$ cat config.mk
export PLATFORM = sky130hd
export DESIGN_NAME = disp_scroll_ctrl
export DESIGN_NICKNAME = d
export VERILOG_FILES = /design/src/rtl/disp_pkg.sv /design/src/rtl/disp_scroll_ctrl_tick_gen.sv /design/src/rtl/disp_scroll_ctrl.sv
export SDC_FILE = /design/constraint.sdc
export NUM_CORES = 1
export LEC_CHECK = 0
export CAP_MARGIN = 20
export CELL_PAD_IN_SITES_DETAIL_PLACEMENT = 0
export CELL_PAD_IN_SITES_GLOBAL_PLACEMENT = 1
export CORE_MARGIN = 1
export CORE_UTILIZATION = 44
export CTS_CLUSTER_DIAMETER = 150
export DETAILED_ROUTE_END_ITERATION = 8
export GPL_ROUTABILITY_DRIVEN = 0
export HOLD_SLACK_MARGIN = 0.15
export PLACE_DENSITY_LB_ADDON = 0.1
export SYNTH_ARGS = -nofsm -noshare
export SYNTH_HDL_FRONTEND = slang
export SYNTH_SLANG_ARGS = --single-unit
$ cat constraint.sdc
create_clock -name clk -period 6.15 [get_ports clk]
set_input_delay 0.615 -clock clk [delete_from_list [all_inputs] [get_ports clk]]
set_output_delay 0.615 -clock clk [all_outputs]
set_load 0.05 [all_outputs]
$ cat src/rtl/disp_pkg.sv
// Shared types and constants for the scrolling hex-display sequencer.
package disp_pkg;
  localparam logic [3:0] HEX_BLANK  = 4'hc;
  localparam logic       DP_OFF     = 1'b1;
  localparam int         NUM_DIGITS = 4;

  typedef enum logic {IDLE = 1'b0, RUN = 1'b1} scroll_state_t;

  typedef struct packed {
    logic [3:0] code;
    logic       dp;
  } disp_char_t;

  localparam disp_char_t BLANK_CHAR = '{code: HEX_BLANK, dp: DP_OFF};
endpackage

$ cat src/rtl/disp_scroll_ctrl_tick_gen.sv
// Prescaler: one-cycle tick every TICK_DIV enabled cycles; count freezes while en is low.
module tick_gen #(
  parameter int TICK_DIV = 25_000_000
) (
  input  logic clk,
  input  logic rst,
  input  logic clr,
  input  logic en,
  output logic tick
);
  localparam int CW = $clog2(TICK_DIV);

  logic [CW-1:0] cnt;

  assign tick = en && !clr && (cnt == CW'(TICK_DIV - 1));

  always_ff @(posedge clk) begin
    if (rst)              cnt <= '0;
    else if (clr || tick) cnt <= '0;
    else if (en)          cnt <= cnt + 1'b1;
  end
endmodule

$ cat src/rtl/disp_scroll_ctrl.sv
// Scrolls a buffered message right-to-left across a 4-digit hex display.
module disp_scroll_ctrl
  import disp_pkg::*;
#(
  parameter int MAX_LEN  = 16,
  parameter int TICK_DIV = 25_000_000,
  parameter int LOOPS    = 1
) (
  input  logic       clk,
  input  logic       rst,
  input  logic       wr_en,
  input  logic [3:0] wr_addr,
  input  logic [3:0] wr_data,
  input  logic       wr_dp,
  input  logic [4:0] msg_len,
  input  logic       start,
  input  logic       stop,
  input  logic       hold,
  output logic [3:0] hex3,
  output logic [3:0] hex2,
  output logic [3:0] hex1,
  output logic [3:0] hex0,
  output logic [3:0] dp_out,
  output logic       busy,
  output logic       done
);
  localparam int AW = $clog2(MAX_LEN);
  localparam int PW = (LOOPS < 2) ? 1 : $clog2(LOOPS + 1);

  scroll_state_t state, state_nxt;
  logic [4:0]    len, len_nxt;
  logic [4:0]    pos, pos_nxt;
  logic [PW-1:0] passes, passes_nxt;
  logic          done_nxt, done_q;
  logic          tick, clr, start_ok, last_pass;
  logic [5:0]    strm_len;

  disp_char_t                  msg_buf [MAX_LEN];
  disp_char_t [NUM_DIGITS-1:0] win;
  logic [NUM_DIGITS-1:0][3:0]  hex_q;
  logic [NUM_DIGITS-1:0]       dp_q;

  tick_gen #(.TICK_DIV(TICK_DIV)) u_tick (
    .clk  (clk),
    .rst  (rst),
    .clr  (clr),
    .en   (state == RUN && !hold),
    .tick (tick)
  );

  assign start_ok  = start && (msg_len != 5'd0) && (msg_len <= 5'(MAX_LEN));
  assign last_pass = (LOOPS != 0) && ((PW+1)'(passes) + 1'b1 == (PW+1)'(LOOPS));

  // stop outranks start; start (restart) outranks a coincident tick
  always_comb begin
    state_nxt  = state;
    len_nxt    = len;
    pos_nxt    = pos;
    passes_nxt = passes;
    done_nxt   = 1'b0;
    clr        = 1'b0;
    if (stop) begin
      if (state == RUN) begin
        state_nxt = IDLE;
        pos_nxt   = '0;
      end
    end else if (start_ok) begin
      state_nxt  = RUN;
      len_nxt    = msg_len;
      pos_nxt    = '0;
      passes_nxt = '0;
      clr        = 1'b1;
    end else if (state == RUN && tick) begin
      if (6'(pos) == 6'(len) + 6'd3) begin
        pos_nxt = '0;
        if (last_pass) begin
          state_nxt  = IDLE;
          passes_nxt = '0;
          done_nxt   = 1'b1;
        end else begin
          passes_nxt = passes + 1'b1;
        end
      end else begin
        pos_nxt = pos + 1'b1;
      end
    end
  end

  // Window is built from next-cycle pos so outputs move together with busy/done.
  assign strm_len = 6'(len_nxt) + 6'd4;

  for (genvar k = 0; k < NUM_DIGITS; k++) begin : g_digit
    logic [5:0] idx_raw, idx;
    logic [5:0] rel;
    disp_char_t ch;
    always_comb begin
      idx_raw = 6'(pos_nxt) + 6'(NUM_DIGITS - 1 - k);
      idx     = (idx_raw >= strm_len) ? idx_raw - strm_len : idx_raw;
      rel     = idx - 6'd4;
      ch      = BLANK_CHAR;
      if (state_nxt == RUN && idx >= 6'd4) ch = msg_buf[rel[AW-1:0]];
    end
    assign win[k] = ch;
  end

  always_ff @(posedge clk) begin
    if (wr_en && ({1'b0, wr_addr} < 5'(MAX_LEN)))
      msg_buf[wr_addr[AW-1:0]] <= '{code: wr_data, dp: wr_dp};
  end

  always_ff @(posedge clk) begin
    if (rst) begin
      state  <= IDLE;
      len    <= '0;
      pos    <= '0;
      passes <= '0;
      done_q <= 1'b0;
      hex_q  <= {NUM_DIGITS{HEX_BLANK}};
      dp_q   <= {NUM_DIGITS{DP_OFF}};
    end else begin
      state  <= state_nxt;
      len    <= len_nxt;
      pos    <= pos_nxt;
      passes <= passes_nxt;
      done_q <= done_nxt;
      for (int k = 0; k < NUM_DIGITS; k++) begin
        hex_q[k] <= win[k].code;
        dp_q[k]  <= win[k].dp;
      end
    end
  end

  assign hex3   = hex_q[3];
  assign hex2   = hex_q[2];
  assign hex1   = hex_q[1];
  assign hex0   = hex_q[0];
  assign dp_out = dp_q;
  assign busy   = (state == RUN);
  assign done   = done_q;
endmodule

==> results of run 1 <==
critical path, cell delays in order:
cell,delay [ps]
clkdlybuf4s50_1,460
nor4_4,460
mux2i_1,160
or2_4,280
o22ai_1,300
o21ai_1,180
nand2_2,180
ha_1,250
nand2_1,80
xnor2_1,230
ha_1,320
nor2b_1,170
o21ai_0,230
nand2_1,110
a21oi_2,230
buf_4,200
mux2i_4,370
buf_4,270
mux4_2,340
mux4_2,490
or2_1,220
power by group through the flow:
stage          combinational [mW]  sequential (mW)  clock [mW]
6_report                    0.346             1.00        1.05
2_1_floorplan               0.208             1.02           0
3_3_place_gp                0.334             1.02           0
3_5_place_dp                0.339             1.02           0
4_1_cts                     0.342            0.999        1.07
5_1_grt                     0.372             1.00        1.11
per-layer routing:
metal | global-route usage (%) | vias to the layer above | share of wire, %
met1 | 33.6 | 3610 | 43
met4 | 11.8 | 0 | 3.7
li1 | - | 3431 | -
met3 | 5.33 | 71 | 6.4
met5 | 0 | - | 0
met2 | 41.8 | 304 | 47
stage by stage:
step	utilization, %	std cells
after floorplan	-	873
after global placement	50.0	1193
after detailed placement	50.1	1195
after CTS	53.1	1227
after global routing	53.1	1227
final	53.1	1227
cell type report:
type                            count  area [sq um]  share of cell area [%]
Inverter                           24          90.1                   0.839
Sequential cell                   137          3540                    33.0
Multi-Input combinational cell    670          5280                    49.2
Timing Repair Buffer               94           883                    8.23
Tap cell                          270           338                    3.15
Clock buffer                       19           433                    4.03
Clock inverter                     13           169                    1.57
synthesized netlist by cell type (8+ instances only):
cell type,number
ha_1,38
buf_2,12
nor3_1,11
clkbuf_1,21
and2_1,11
buf_1,8
o22ai_1,12
mux4_2,34
a21o_1,8
mux2i_1,71
a21oi_1,64
o21ai_0,17
edfxtp_1,80
xnor2_1,22
a211o_1,8
nor2b_1,12
and3_1,9
xor2_1,23
nand3_1,34
inv_1,24
nor2_1,59
nand4_1,11
nand2_1,102
dfxtp_1,57
a22oi_1,22
registers in the layout, indices dropped and copies added (netlist names):
signal,count
hex2,4
hex3,4
len,5
busy,1
u_tick.cnt,25
pos,5
msg_buf,80
hex1,4
dp_out,4
hex0,4
done,1
kinds of logic (layout without fill, tap and decap cells):
kind of cell	after synthesis	in the layout	share of synthesized area (%)
AND/OR/NAND/NOR	285	285	15.5
XOR/XNOR	45	45	4.35
flip-flops	137	137	39.1
buffers and inverters	66	150	2.98
multiplexers	120	120	19.1
AO/OA/AOI/OAI	178	178	12.8
adder cells (fa/ha/maj)	42	42	6.13
worst max-delay path by stage:
| stage | from | endpoint | slack, ps | depth (start not counted) |
|---|---|---|---|---|
| detailed placement | msg_len[0] | hex2[3]$_SDFF_PP1_ | -90 | 20 |
| floorplan | msg_len[0] | hex0[3]$_SDFF_PP1_ | 280 | 20 |
| finish | msg_len[0] | hex2[2]$_SDFF_PP1_ | 300 | 21 |
| CTS | msg_len[0] | hex2[3]$_SDFF_PP1_ | 340 | 20 |
| global route | msg_len[0] | hex2[3]$_SDFF_PP1_ | 7 | 20 |
| global placement | msg_len[0] | hex0[3]$_SDFF_PP1_ | 20 | 20 |
==> flow_summary.toml, run 1 <==
[cts]
h-tree-depth = 4
cts_sinks = 137
ctsLongestPathBuffers = 2
cts.clk_slew.worst_paths_ps = 60
cts_resized = 0
cts_hold_buffers = 0
cts_made_buffers = 17
cts_setup_buffers = 0
clk_latency_ps = 440
root_buffer = "clkbuf_16"
cts_tree = "yes"

[power_and_ir_drop]
p_leak_nw = 4.21
p_clk_share_pct = 43.9
vdd_ir_drop_max_uv = 205
total_power_mw = 2.40
p_switching_uw = 627
p_int_mw = 1.77
pwr-share-seq_pct = 41.7
power_frac_comb_pct = 14.4
swShare_pct = 26.2
p_per_area_nw_per_um2 = 223

[outcome]
outcome = "finished clean"

[yosys]
yosysTopAreaCell = "edfxtp_1"
synth_ff_type = "edfxtp_1"
synth-seq-cells = 137
synth_top_area_share_pct = 26.5
async_reset_ff_share_pct = 0
yosysUniqueCellTypes = 70
syn_area_per_cell_sq_um = 10.4
netlist_area_sq_um = 9060
synth_nets = 935
synth_seq_area_share_pct = 39.1
synth_area_leaders = "edfxtp_1 27%, dfxtp_1 13%, mux4_2 8.5%"
synth-edff-count = 80
syn_inst = 873
ys.warnings.count = 0

[timing]
rsz0062_at_grt = "no"
maxSlewHeadroom_pct = 32.4
clock_skew_ps = 23.5
hold_viol = 0
hold_slack_ps = 480
period_share_pct = 95.1
slew_violations = 0
fin_ws_ps = 299
min_period_ps = 5850
tns_ps = 0
setup_viol = 0
worst_pin_slew_ps = 1010
max_freq_ghz = 0.171

[placement]
port_buffers = 41
placed_area_sq_um = 10100
post-place-ws_ps = -88.8
hpwl_um = 19900

[global_route]
antenna_found_initial = 0
first_global_vias = 7313
grt_usage_pct = 25.9
grt_pass1_wl_um = 41700
grt_overflow = 0
grt_max_degree = 41

[finish]
syn_to_final_growth_pct = 18.5
drive_above_1_share_pct = 15.5
postLayoutCellArea_sq_um = 10700
nFillCells = 1757
diodes = 0
nets = 1006
layout_commonest_cell = "nand2_1"
final_cell_mix = "102 x nand2_1, 80 x edfxtp_1, 68 x mux2i_1"

[drt]
dr.pass1.iters = 7
vias = 7416
drc_errors = 0
vias_per_cell = 6.04
wirelength_um = 26500
dr.first_iter.drc_count = 635
postRouteAntennaNets = 0
wl_per_cell_um = 21.6

[worst_setup_path]
reg2reg_depth = 19
end_kind = "flop"
arrival_ps = 6160
worstReg2RegEnd = "hex0[2]$_SDFF_PP1_"
rrSetupSlack_ps = 430
critPathMaxFanout = 9
worst_r2r_startpoint = "u_tick.cnt[7]$_SDFFE_PP0P_"
cp-start-kind = "primary input"
criticalPathCategory = "primary input to flop"
cp_data_required_time_ps = 6460

[die]
row_count = 52
ios = 42
core_region_area_sq_um = 20200
die_w_um = 145
die_y_um = 145
start_util_pct = 44.8
die_area_sq_um = 21200

[run]
maxCapViolCount = 0

[hold_path]
min_path_cells = 2
hold_end = "u_tick.cnt[23]$_SDFFE_PP0P_"
min-delay-start = "u_tick.cnt[23]$_SDFFE_PP0P_"
min_path_type = "flop to flop"
(Power assumes the default switching activity.)
==> run 2, diff against run 1 <==
--- a/config.mk
+++ b/config.mk
@@ -18,3 +18,4 @@
 export SYNTH_ARGS = -nofsm -noshare
 export SYNTH_HDL_FRONTEND = slang
 export SYNTH_SLANG_ARGS = --single-unit
+export TNS_END_PERCENT = 50
==> results of run 2 <==
Same layout as run 1: the final DEF is identical, and so are final timing and power.
==> run 3, diff against run 2 <==
--- a/config.mk
+++ b/config.mk
@@ -14,7 +14,8 @@
 export DETAILED_ROUTE_END_ITERATION = 8
 export GPL_ROUTABILITY_DRIVEN = 0
 export HOLD_SLACK_MARGIN = 0.15
-export PLACE_DENSITY_LB_ADDON = 0.1
+export PLACE_DENSITY = 0.84
+export RECOVER_POWER = 100
 export SYNTH_ARGS = -nofsm -noshare
 export SYNTH_HDL_FRONTEND = slang
 export SYNTH_SLANG_ARGS = --single-unit
==> run 3 against run 2 <==
  * Worst hold slack better by 18 ps
  * Cell count fell by 0.24%
  * Total power down 4.4%
  * Design area fell by 1.2%
  * First-iteration DRC count increased by 9.8%
  * Utilization shrank 0.61 points
  * Sequential power barely moved
  * Via count fell by 2.0%
  * Critical path depth stayed put
  * Clock power is 8% lower
  * Critical path type unchanged
==> flow_summary.toml, run 3 (same netlist as run 1, synthesis figures left out) <==
[drt]
wirelength_um = 24500
vias = 7268
dr.first_iter.drc_count = 697
wl_per_cell_um = 20.0
drc_errors = 0
dr.pass1.iters = 5
vias_per_cell = 5.94
postRouteAntennaNets = 0

[die]
die_w_um = 145
core_region_area_sq_um = 20200
die_y_um = 145
die_area_sq_um = 21200
ios = 42
start_util_pct = 44.8
row_count = 52

[finish]
drive_above_1_share_pct = 14.2
diodes = 0
seqCellArea_sq_um = 3540
multi_input_area_sq_um = 5280
largest_reg_flops = 80
syn_to_final_growth_pct = 17.2
nets = 1003
nFillCells = 1756
final_cell_mix = "102 x nand2_1, 80 x edfxtp_1, 69 x mux2i_1"
layout_commonest_cell = "nand2_1"
fin_cells = 1224

[worst_setup_path]
critPathMaxStageDelay_ps = 510
cpMaxStageDelayCell = "mux4_2"
criticalPathCategory = "primary input to flop"
cp-start-kind = "primary input"
cp_num_buf_inv = 3
critPathTopFamily = "compound AO/OA/AOI/OAI gates"
arrival_ps = 6060
cp_data_required_time_ps = 6460
critPathMaxFanout = 17
crit_chain = "clkdlybuf4s50_1 -> nor4_4 -> mux2i_1 -> or2_4 -> o22ai_1 -> o21ai_1 -> nand2_2 -> ha_1 -> buf_4 -> a21o_1 -> xor2_1 -> ha_1 -> o21a_1 -> o21ai_0 -> nand2_1 -> a21o_1 -> mux2i_1 -> buf_12 -> mux4_2 -> mux4_2 -> a211o_1"
end_kind = "flop"

[cts]
cts_resized = 0
cts_tree = "yes"
clk_latency_ps = 430
root_buffer = "clkbuf_16"
cts_hold_buffers = 0
cts_setup_buffers = 0
ctsLongestPathBuffers = 2
cts.clk_slew.worst_paths_ps = 60
cts_sinks = 137
cts_made_buffers = 17
h-tree-depth = 4

[global_route]
antenna_found_initial = 0
first_global_vias = 6979
grt_pass1_wl_um = 38600
grt_usage_pct = 23.8
grt_max_degree = 41
grt_overflow = 0

[placement]
dp_cells = 1192
port_buffers = 41
hpwl_um = 18500
post-place-ws_ps = -16.3

[hold_path]
min_path_type = "flop to flop"

[timing]
rsz0062_at_grt = "no"
clock_skew_ps = 13.9
fin_ws_ps = 402
maxSlewHeadroom_pct = 40.9
slew_violations = 0
setup_viol = 0
max_freq_ghz = 0.174
min_period_ps = 5750
hold_viol = 0
worst_pin_slew_ps = 879
period_share_pct = 93.5

[power_and_ir_drop]
vdd_ir_drop_max_uv = 250
p_per_area_nw_per_um2 = 216
p_leak_nw = 4.14

[run]
maxCapViolCount = 0

[outcome]
outcome = "finished clean"
==> run 3: final cells by class <==
type / count / area share, %
tap: 270 / 3.18
sequential: 137 / 33.4
multi-input combinational: 670 / 49.7
inverter: 24 / 0.849
clock inverter: 14 / 1.21
clock buffer: 18 / 4.04
timing repair buffer: 91 / 7.61
==> run 3: worst reg2reg max path: stages (launching register included) <==
cell and delay (ps):
dfxtp_1 420, inv_1 70, ha_1 210, nand3b_1 180, xnor2_1 210, mux2i_1 420, a211oi_1 140, o21ai_1 410
nand2_2 100, ha_1 240, buf_4 150, a21o_1 170, xor2_1 180, ha_1 270, o21a_1 130, o21ai_0 210
nand2_1 70, a21o_1 280, mux2i_1 280, buf_12 210, mux4_2 520, mux4_2 480, a211o_1 270
==> run 3: metal layers <==
metal	part of all wire, %	vias up	track usage, %
met4	3.8	0	11.4
met1	43	3448	31.7
li1	-	3423	-
met2	47	337	37.5
met5	0	-	0
met3	6.8	60	4.29
==> run 3: final timing paths <==
path	start	to	slack, ps	cells past startpoint
worst max-delay path	msg_len[0]	hex0[3]$_SDFF_PP1_	400	21
worst min-delay path	u_tick.cnt[23]$_SDFFE_PP0P_	u_tick.cnt[23]$_SDFFE_PP0P_	500	2
worst max register to register	len[0]$_SDFF_PP0_	hex0[3]$_SDFF_PP1_	420	22
worst min register to register	u_tick.cnt[23]$_SDFFE_PP0P_	u_tick.cnt[23]$_SDFFE_PP0P_	500	2
==> run 3: where the power goes <==
part / leakage, nW / total (mW) / internal, mW / switching (mW)
registers: 1.18 / 1.00 / 0.985 / 0.0168
logic: 2.70 / 0.320 / 0.135 / 0.186
clock network: 0.259 / 0.971 / 0.531 / 0.439
total: 4.14 / 2.29 / 1.65 / 0.642
==> run 3: stage by stage <==
step                      util, %  hold slack [ps]  power, mW  area [sq um]  setup TNS (ps)
after floorplan                 -              453       1.23          9060               0
after global placement       49.8              477       1.34         10100               0
after global routing         52.5              537       2.37         10600               0
final                        52.5              498       2.29         10600               0
after CTS                    52.6              489       2.31         10600               0
after detailed placement     49.8              480       1.34         10100           -16.3
